$ cat config.mk
export PLATFORM = sky130hd
export DESIGN_NAME = envelope_generator
export DESIGN_NICKNAME = d
export VERILOG_FILES = /design/src/rtl/envelope_pkg.sv /design/src/rtl/env_sat_step.sv /design/src/rtl/envelope_generator.sv
export SDC_FILE = /design/constraint.sdc
export NUM_CORES = 1
export LEC_CHECK = 0
export ABC_AREA = 1
export CORE_MARGIN = 4
export CORE_UTILIZATION = 31
export CTS_CLUSTER_DIAMETER = 200
export CTS_CLUSTER_SIZE = 8
export DETAILED_ROUTE_END_ITERATION = 12
export GPL_ROUTABILITY_DRIVEN = 0
export PLACE_DENSITY = 0.59
export SLEW_MARGIN = 40
export SYNTH_ARGS = -nofsm -noshare
export SYNTH_HDL_FRONTEND = slang
export SYNTH_SLANG_ARGS = --single-unit
export TNS_END_PERCENT = 100
$ cat constraint.sdc
create_clock -name clk -period 7.13 [get_ports clk]
set_input_delay 1.426 -clock clk [delete_from_list [all_inputs] [get_ports clk]]
set_output_delay 1.426 -clock clk [all_outputs]
set_load 0.02 [all_outputs]
$ cat src/rtl/envelope_pkg.sv
// Shared envelope definitions: state encodings and the unity-gain envelope level
// that downstream multiplier users must agree on.
package envelope_pkg;

  typedef enum logic [2:0] {
    IDLE    = 3'd0,
    ATTACK  = 3'd1,
    DECAY   = 3'd2,
    SUSTAIN = 3'd3,
    RELEASE = 3'd4
  } env_state_t;

  // Multiplier scales by 2^-(BITSIZE-2), so this level is unity gain.
  function automatic int unsigned env_max(input int unsigned bitsize);
    return 32'd1 << (bitsize - 2);
  endfunction

endpackage

$ cat src/rtl/env_sat_step.sv
// Combinational saturating step of the envelope accumulator toward a bound,
// upward (add, clamp at bound) or downward (subtract, clamp at bound).
module env_sat_step #(
  parameter int AW = 23,
  parameter int SW = 16
) (
  input  logic [AW-1:0] i_acc,
  input  logic [SW-1:0] i_step,
  input  logic [AW-1:0] i_bound,
  input  logic          i_dir,
  output logic [AW-1:0] o_nxt,
  output logic          o_reached
);

  logic [AW:0] w_step_ext;
  logic [AW:0] w_sum;
  logic [AW:0] w_diff;

  // One extra bit: carry out on the add, borrow on the subtract.
  assign w_step_ext = {{(AW+1-SW){1'b0}}, i_step};
  assign w_sum      = {1'b0, i_acc} + w_step_ext;
  assign w_diff     = {1'b0, i_acc} - w_step_ext;

  always_comb begin
    o_nxt     = i_bound;
    o_reached = 1'b1;
    if (i_step != '0) begin
      if (i_dir) begin
        if (w_sum < {1'b0, i_bound}) begin
          o_nxt     = w_sum[AW-1:0];
          o_reached = 1'b0;
        end
      end else if (!w_diff[AW] && (w_diff[AW-1:0] > i_bound)) begin
        o_nxt     = w_diff[AW-1:0];
        o_reached = 1'b0;
      end
    end
  end

endmodule

$ cat src/rtl/envelope_generator.sv
// Per-voice ADSR envelope generator; advances once per sample_tick and produces
// the signed gain operand for the downstream fractional multiplier.
module envelope_generator
  import envelope_pkg::*;
#(
  parameter int BITSIZE  = 16,
  parameter int RATEBITS = 16,
  parameter int FRAC     = 8
) (
  input  logic                       clk,
  input  logic                       rst,
  input  logic                       sample_tick,
  input  logic                       gate,
  input  logic        [RATEBITS-1:0] attack_step,
  input  logic        [RATEBITS-1:0] decay_step,
  input  logic        [BITSIZE-2:0]  sustain_level,
  input  logic        [RATEBITS-1:0] release_step,
  output logic signed [BITSIZE-1:0]  env,
  output logic        [2:0]          state,
  output logic                       active
);

  localparam int AW = BITSIZE - 1 + FRAC;
  localparam logic [BITSIZE-2:0] ENV_MAX = (BITSIZE-1)'(env_max(BITSIZE));
  localparam logic [AW-1:0]      ACC_MAX = {ENV_MAX, {FRAC{1'b0}}};

  env_state_t                 r_state;
  logic        [AW-1:0]       r_acc;
  logic signed [BITSIZE-1:0]  r_env;
  logic                       r_active;
  logic                       r_gate_prev;

  logic        [BITSIZE-2:0]  w_sus_lvl;
  logic        [AW-1:0]       w_sus_acc;
  logic                       w_rise;
  logic                       w_fall;
  logic        [RATEBITS-1:0] w_step;
  logic        [AW-1:0]       w_bound;
  logic                       w_dir;
  logic        [AW-1:0]       w_nxt;
  logic                       w_reached;

  function automatic logic signed [BITSIZE-1:0] acc_to_env(input logic [AW-1:0] a);
    return $signed({1'b0, a[AW-1:FRAC]});
  endfunction

  assign w_sus_lvl = (sustain_level > ENV_MAX) ? ENV_MAX : sustain_level;
  assign w_sus_acc = {w_sus_lvl, {FRAC{1'b0}}};
  assign w_rise    = gate & ~r_gate_prev;
  assign w_fall    = ~gate & r_gate_prev;

  always_comb begin
    w_step  = release_step;
    w_bound = '0;
    w_dir   = 1'b0;
    case (r_state)
      ATTACK: begin
        w_step  = attack_step;
        w_bound = ACC_MAX;
        w_dir   = 1'b1;
      end
      DECAY: begin
        w_step  = decay_step;
        w_bound = w_sus_acc;
      end
      default: ;
    endcase
  end

  env_sat_step #(.AW(AW), .SW(RATEBITS)) u_step (
    .i_acc     (r_acc),
    .i_step    (w_step),
    .i_bound   (w_bound),
    .i_dir     (w_dir),
    .o_nxt     (w_nxt),
    .o_reached (w_reached)
  );

  // Transitions triggered by a gate edge leave the accumulator untouched that tick.
  always_ff @(posedge clk) begin
    if (rst) begin
      r_state     <= IDLE;
      r_acc       <= '0;
      r_env       <= '0;
      r_active    <= 1'b0;
      r_gate_prev <= 1'b0;
    end else if (sample_tick) begin
      r_gate_prev <= gate;
      case (r_state)
        IDLE: begin
          r_acc <= '0;
          r_env <= '0;
          if (w_rise) begin
            r_state  <= ATTACK;
            r_active <= 1'b1;
          end
        end
        ATTACK: begin
          if (w_fall) begin
            r_state <= RELEASE;
          end else begin
            r_acc <= w_nxt;
            r_env <= acc_to_env(w_nxt);
            if (w_reached) r_state <= DECAY;
          end
        end
        DECAY: begin
          if (w_fall) begin
            r_state <= RELEASE;
          end else begin
            r_acc <= w_nxt;
            r_env <= acc_to_env(w_nxt);
            if (w_reached) r_state <= SUSTAIN;
          end
        end
        SUSTAIN: begin
          if (w_fall) begin
            r_state <= RELEASE;
          end else begin
            r_acc <= w_sus_acc;
            r_env <= acc_to_env(w_sus_acc);
          end
        end
        RELEASE: begin
          if (w_rise) begin
            r_state <= ATTACK;
          end else begin
            r_acc <= w_nxt;
            r_env <= acc_to_env(w_nxt);
            if (w_reached) begin
              r_state  <= IDLE;
              r_active <= 1'b0;
            end
          end
        end
        default: begin
          r_state  <= IDLE;
          r_active <= 1'b0;
        end
      endcase
    end
  end

  assign env    = r_env;
  assign state  = r_state;
  assign active = r_active;

endmodule

### Yosys cells after proc, flatten, opt, wreduce, memory -nomap -nowiden

Cells that the tools add are included.

| storage, ports and cells | value |
|---|---|
| register bits | 44 |
| latch bits | 0 |
| RAM bits | 0 |
| ROM bits | 0 |
| input bits | 67 |
| output and inout bits | 20 |
| logic and storage cells | 71 |
| memories | 0 |

| cells by class | value |
|---|---|
| add/sub/neg operators | 2 |
| multiply operators | 0 |
| divide/modulo/power cells | 0 |
| magnitude comparators | 3 |
| equal/unequal tests | 13 |
| shifts and indexed selects | 0 |
| mux-type cells | 33 |
| bitwise operators | 5 |
| reductions and logical operators | 10 |

Operator list:

| cell | count |
|---|---|
| $mux W23 | 7 |
| $pmux W23 S4 | 1 |
| $pmux W16 S4 | 1 |
| $mux W16 | 3 |
| $pmux W23 S2 | 1 |
| $pmux W16 S2 | 1 |
| $add A23 B16 Y24 | 1 |
| $lt A24 B23 Y1 | 1 |
| $mux W3 | 8 |
| $sub A23 B16 Y24 | 1 |
| $gt A23 B23 Y1 | 1 |
| $reduce_bool A16 Y1 | 1 |
| $gt A15 B15 Y1 const B | 1 |
| $mux W15 | 1 |
| $pmux W3 S5 | 1 |
| $ne A2 B2 Y1 const B | 5 |
| $reduce_and A5 Y1 | 2 |
| $ne A3 B2 Y1 const B | 3 |
| $mux W1 | 8 |
| $eq A3 B2 Y1 const B | 2 |
| $reduce_and A6 Y1 | 1 |
| $reduce_bool A4 Y1 | 1 |
| $eq A3 B1 Y1 const B | 1 |
| $eq A3 B3 Y1 const B | 1 |
| other kinds (9) | 12 |

### Longest topological paths before layout

Gate-level depths: netlist of run 1.

| depth | value |
|---|---|
| word-level depth | 11 |
| depth in mapped cells | 38 |
| mapped depth without buffers | 37 |

### Cells and area by module

From an unflattened synthesis of run 1, not the netlist that was laid out.

| unflattened totals | value |
|---|---|
| cell total of the unflattened synthesis | 1189 |
| area, all modules | 6855.3 µm² |

By module, submodules not included:

| module | instances | cells an instance | area an instance (µm²) |
|---|---|---|---|
| env_sat_step | 1 | 878 | 4830.9 |
| envelope_generator | 1 | 311 | 2024.4 |

### Worst setup path before layout of run 1

Ideal clock, no wire load.

| timing | value |
|---|---|
| path type | input port to flip-flop |
| from | input decay_step[2] |
| to | register r_acc[11] |
| setup time | 0.132 ns |
| data arrival time | 5.080 ns |
| slack | 1.918 ns |
| cell stages on the path | 31 |
| buffers on the path | 1 |
| cells stage by stage | a22o_1 a21oi_2 inv_1 ha_1 inv_2 a21oi_1 nand2_1 a21oi_1 o21ai_1 a21oi_1 o21ai_1 nand2_1 nand3_1 xor2_1 ha_1 nand2_1 nor2_1 and3_1 and3_1 nand3_1 nor2_1 nand3_2 nand3_2 nor2_2 buf_4 a21oi_1 nand3_1 nand2_1 nand2_1 nand2_1 a21oi_1 |

| between the ends | value |
|---|---|
| cells in the longest elaborated chain, start to end | 9 |

Ends and longest elaborated chain:

| element | line | source |
|---|---|---|
| start: declaration | envelope_generator.sv:15 | `input logic [RATEBITS-1:0] decay_step,` |
| $pmux W16 S2 * | envelope_generator.sv:56 | `case (r_state)` |
| $sub A23 B16 Y24 | env_sat_step.sv:22 | `assign w_diff = {1'b0, i_acc} - w_step_ext;` |
| $gt A23 B23 Y1 or $logic_not A1 Y1 (tied branches) | env_sat_step.sv:33 | `end else if (!w_diff[AW] && (w_diff[AW-1:0] > i_bound)) begin` |
| $logic_and A1 B1 Y1 | env_sat_step.sv:33 |  |
| $mux W23 | env_sat_step.sv:33 |  |
| $mux W23 | env_sat_step.sv:28 | `if (i_dir) begin` |
| $mux W23 * | env_sat_step.sv:27 | `if (i_step != '0) begin` |
| $mux W23 (on tied branches) | envelope_generator.sv:125, envelope_generator.sv:99, envelope_generator.sv:108 |  |
| $pmux W23 S4 * | envelope_generator.sv:89 | `case (r_state)` |
| end signal: assignment | envelope_generator.sv:102 | `r_acc <= w_nxt;` |
| end signal: assignment | envelope_generator.sv:120 | `r_acc <= w_sus_acc;` |
| end signal: assignment | envelope_generator.sv:128 | `r_acc <= w_nxt;` |
| end: declaration | envelope_generator.sv:28 | `logic [AW-1:0] r_acc;` |

Every way passes the cells marked *; elsewhere a longest branch is shown, timed or not. The select of a mux whose other input is x is not followed.
A chain may end at the register's enable or synchronous reset.

### Worst setup path after layout of run 1

| timing | value |
|---|---|
| from | input decay_step[1] |
| to | register r_state[1] (netlist: state[1]) |

| between the ends | value |
|---|---|
| cells in the longest elaborated chain, start to end | 9 |

Ends and longest elaborated chain:

| element | line | source |
|---|---|---|
| $pmux W16 S2 * | envelope_generator.sv:56 |  |
| $sub A23 B16 Y24 | env_sat_step.sv:22 |  |
| $gt A23 B23 Y1 or $logic_not A1 Y1 (tied branches) | env_sat_step.sv:33 |  |
| $logic_and A1 B1 Y1 | env_sat_step.sv:33 |  |
| $mux W1 | env_sat_step.sv:33 |  |
| $mux W1 | env_sat_step.sv:28 |  |
| $mux W1 * | env_sat_step.sv:27 |  |
| $ne A3 B2 Y1 (no source line) | n/a |  |
| $reduce_and A6 Y1 (no source line) * | n/a |  |
| end signal: assignment | envelope_generator.sv:82 | `r_state <= IDLE;` |
| end signal: assignment | envelope_generator.sv:94 | `r_state <= ATTACK;` |
| end signal: assignment | envelope_generator.sv:100 | `r_state <= RELEASE;` |
| end: declaration | envelope_generator.sv:27 | `env_state_t r_state;` |

Every way passes the cells marked *; elsewhere a longest branch is shown, timed or not.

==> flow_summary.ini, run 1 <==
[sta]
finalClockSkew_ns = 0.0112
finalCriticalPeriod_ns = 6.43
finalHoldViolCount = 0
fin_crit_sh_pct = 90.2
setup_viol = 0
finalSetupTns_ns = 0
rsz0062_at_grt = no
tightest_slew_ns = 0.665
fmax_mhz = 156
slew_viol_final = 0
max-slew-margin-rel_pct = 55.2

[cts]
postCtsResizedCells = 0
tritoncts = built
clkSinkCount = 28
post_cts.repair.setup_buffers = 0
cts.clk_slew.worst_paths_ns = 0.09
cts_buffers = 3
clk_latency_ns = 0.29
ctsHoldBuffers = 0
ctsRootBufferMaster = clkbuf_16
cts_buffer_depth = 2
htreeDepth = 1

[worst_setup_path]
critical_path_class = input port to flip-flop
cp_common_cell = nand2_1
crit_family = simple AND/OR/NAND/NOR gates
critPathMaxStageDelay_ns = 0.40
worstSetupEndpointType = flip-flop
startpoint_type = input port
r2r_cells = 33
r2r-start = state[2]$_SDFFE_PP0P_
required_ns = 7.32
regToRegEndpoint = state[1]$_SDFFE_PP0P_
rrSetupSlack_ns = 1.22
cp_max_fo = 10
crit_buf_inv = 3
arrival_ns = 6.62
cp_slowest_cell = clkdlybuf4s50_1

[logic_synthesis]
synth_most_common_cell = nand2_1
postSynth.asyncResetShare_pct = 0
synthTopCellsByArea = ha_1, nand2_1, dfxtp_1
syn_area_per_cell_um2 = 6.04
synth-edff-count = 0
synth_common_cells = nand2_1, inv_1, a21oi_1
synth_seq_cells = 28
synthFlopType = dfxtp_1
syn_area_um2 = 5280
yosysTopAreaCell = ha_1
netlist_instances = 875
yosysSeqAreaShare_pct = 10.6
yosysUniqueCellTypes = 45
ys_warn_count = 0
syn-num-nets = 1005
synthDominantCellAreaShare_pct = 14.4

[cells_and_area]
drive_gt1_share_pct = 5.36
num-fill-cells = 1820
area_growth_pct = 18.1
nNetsFinal = 1045
fin_area_um2 = 6240
diodes = 0
stdcell_count = 1134

[floorplanning]
die_area_um2 = 19200
initial_core_util_pct = 31.7
die_h_um = 139
io_pins = 87
die_w_um = 139
coreArea_um2 = 16600
num_rows = 47

[min_path]
whs_endpoint = active$_SDFFE_PP0P_
min_path_cells = 2
hold_class = flip-flop to flip-flop
worstHoldStart = active$_SDFFE_PP0P_

[placement]
dp_hpwl_mm = 14.6
numPortBuffers = 85
placed_area_um2 = 6140
place_inst = 1130

[global_route]
grt_pass1_wl_mm = 28.7
grt_use_total_pct = 18.0
antenna_found_initial = 0
grt-ovfl-total = 0
grt_max_degree = 38
grt_pass1_vias = 5508

[detailed_routing]
drc = 0
ant_nets = 0
dr.pass1.iters = 5
drt-total-wl_mm = 17.9
drt-initial-drc-count = 380
wire_per_inst_um = 15.8
avgViaCountPerCell = 5.14
via_count = 5828

[job]
drv_cap = 0

[power_and_ir_drop]
powerDensity_nw_per_um2 = 559
peakVddDrop_v = 0.000240
leakagePower_uw = 0.00296

[status]
outcome = finished clean
-- per-layer routing --
metal  up-vias  track usage, %  routed length (µm)
li1       2977               -                   -
met1      2617            23.0                7880
met2       178            30.7                8420
met3        56            2.17                 781
met4         0            7.80                 873
met5         -               0                   0
-- worst min-delay path, delay by kind of cell, from the launching register on --
kind,cells,cell delay (ns)
compound gates,1,0.04
flops,1,0.34
simple gates,1,0.08
-- cells in the final DEF, fill, tap and decap left out, drive strengths merged --
cell / instances
nand2: 191
inv: 117
a21oi: 98
clkdlybuf4s50: 85
nor2: 81
nand3: 70
ha: 61
xor2: 36
nand4: 32
o21ai: 31
dfxtp: 28
a22o: 16
nor3: 10
a21o: 7
o22ai: 6
o211ai: 6
o21bai: 4
a31oi: 4
a211oi: 3
xnor2: 3
clkbuf: 3
buf: 3
or2: 2
nor4: 2
and3: 2
nand3b: 2
fa: 2
o2111ai: 1
a21boi: 1
clkinv: 1
o31ai: 1
a22oi: 1
o221ai: 1
o21a: 1
conb: 1
bufinv: 1
-- sequential cells by signal (all words and copies together), names as in the netlist --
register / count
active: 1
env: 1
r_acc: 22
r_gate_prev: 1
state: 3
-- final cells by class --
cell class,count,area [µm²],share of cell area (%)
Clock buffer,3,75.1,1.20
Clock inverter,1,30.0,0.481
Inverter,118,444,7.12
Multi-Input combinational cell,676,3980,63.8
Sequential cell,28,561,8.98
Tap cell,220,275,4.41
Timing Repair Buffer,88,873,14.0
-- report_power, final --
| group | total (µW) | switching, µW | internal [µW] |
|---|---|---|---|
| registers | 282 | 77.1 | 205 |
| logic | 3020 | 1990 | 1030 |
| clock network | 187 | 74.6 | 113 |
-- stage by stage --
stage	setup WS, ns	hold WS, ns	util (%)	total power [µW]
final	0.702	0.499	37.5	3490
after global routing	0.251	0.518	37.5	3890
after CTS	0.788	0.502	37.5	3470
after detailed placement	0.508	0.485	36.9	3270
after global placement	0.531	0.481	36.9	3260
after floorplan	1.92	0.467	-	2570
-- cells by family after synthesis --
logic type	after synthesis	share of synthesized area, %
AOI/OAI and AO/OA	181	20.6
xor gates and xnor gates	39	6.46
adders and majority gates	63	15.2
buffers and inverters	171	14.0
DFF	28	10.6
other	1	0.0710
and+or+nand+nor	392	33.0
-- how the worst max path moves through the flow --
stage	start	endpoint	slack, ns	depth (start not counted)
after floorplan	decay_step[2]	r_acc[11]$_SDFFE_PP0P_	1.92	31
after global placement	decay_step[1]	state[1]$_SDFFE_PP0P_	0.53	31
after detailed placement	decay_step[1]	state[0]$_SDFFE_PP0P_	0.51	31
after CTS	decay_step[1]	state[0]$_SDFFE_PP0P_	0.79	31
after global routing	decay_step[2]	r_acc[12]$_SDFFE_PP0P_	0.25	31
final	decay_step[1]	state[1]$_SDFFE_PP0P_	0.70	31
No activity file was read; power rests on OpenSTA's default activity.
==> run 2: changes to the inputs <==
--- a/config.mk
+++ b/config.mk
@@ -6,6 +6,7 @@
 export NUM_CORES = 1
 export LEC_CHECK = 0
 export ABC_AREA = 1
+export CAP_MARGIN = 20
 export CORE_MARGIN = 4
 export CORE_UTILIZATION = 31
 export CTS_CLUSTER_DIAMETER = 200
==> results of run 2 <==
No change in the layout: final DEF, timing and power equal those of run 1.
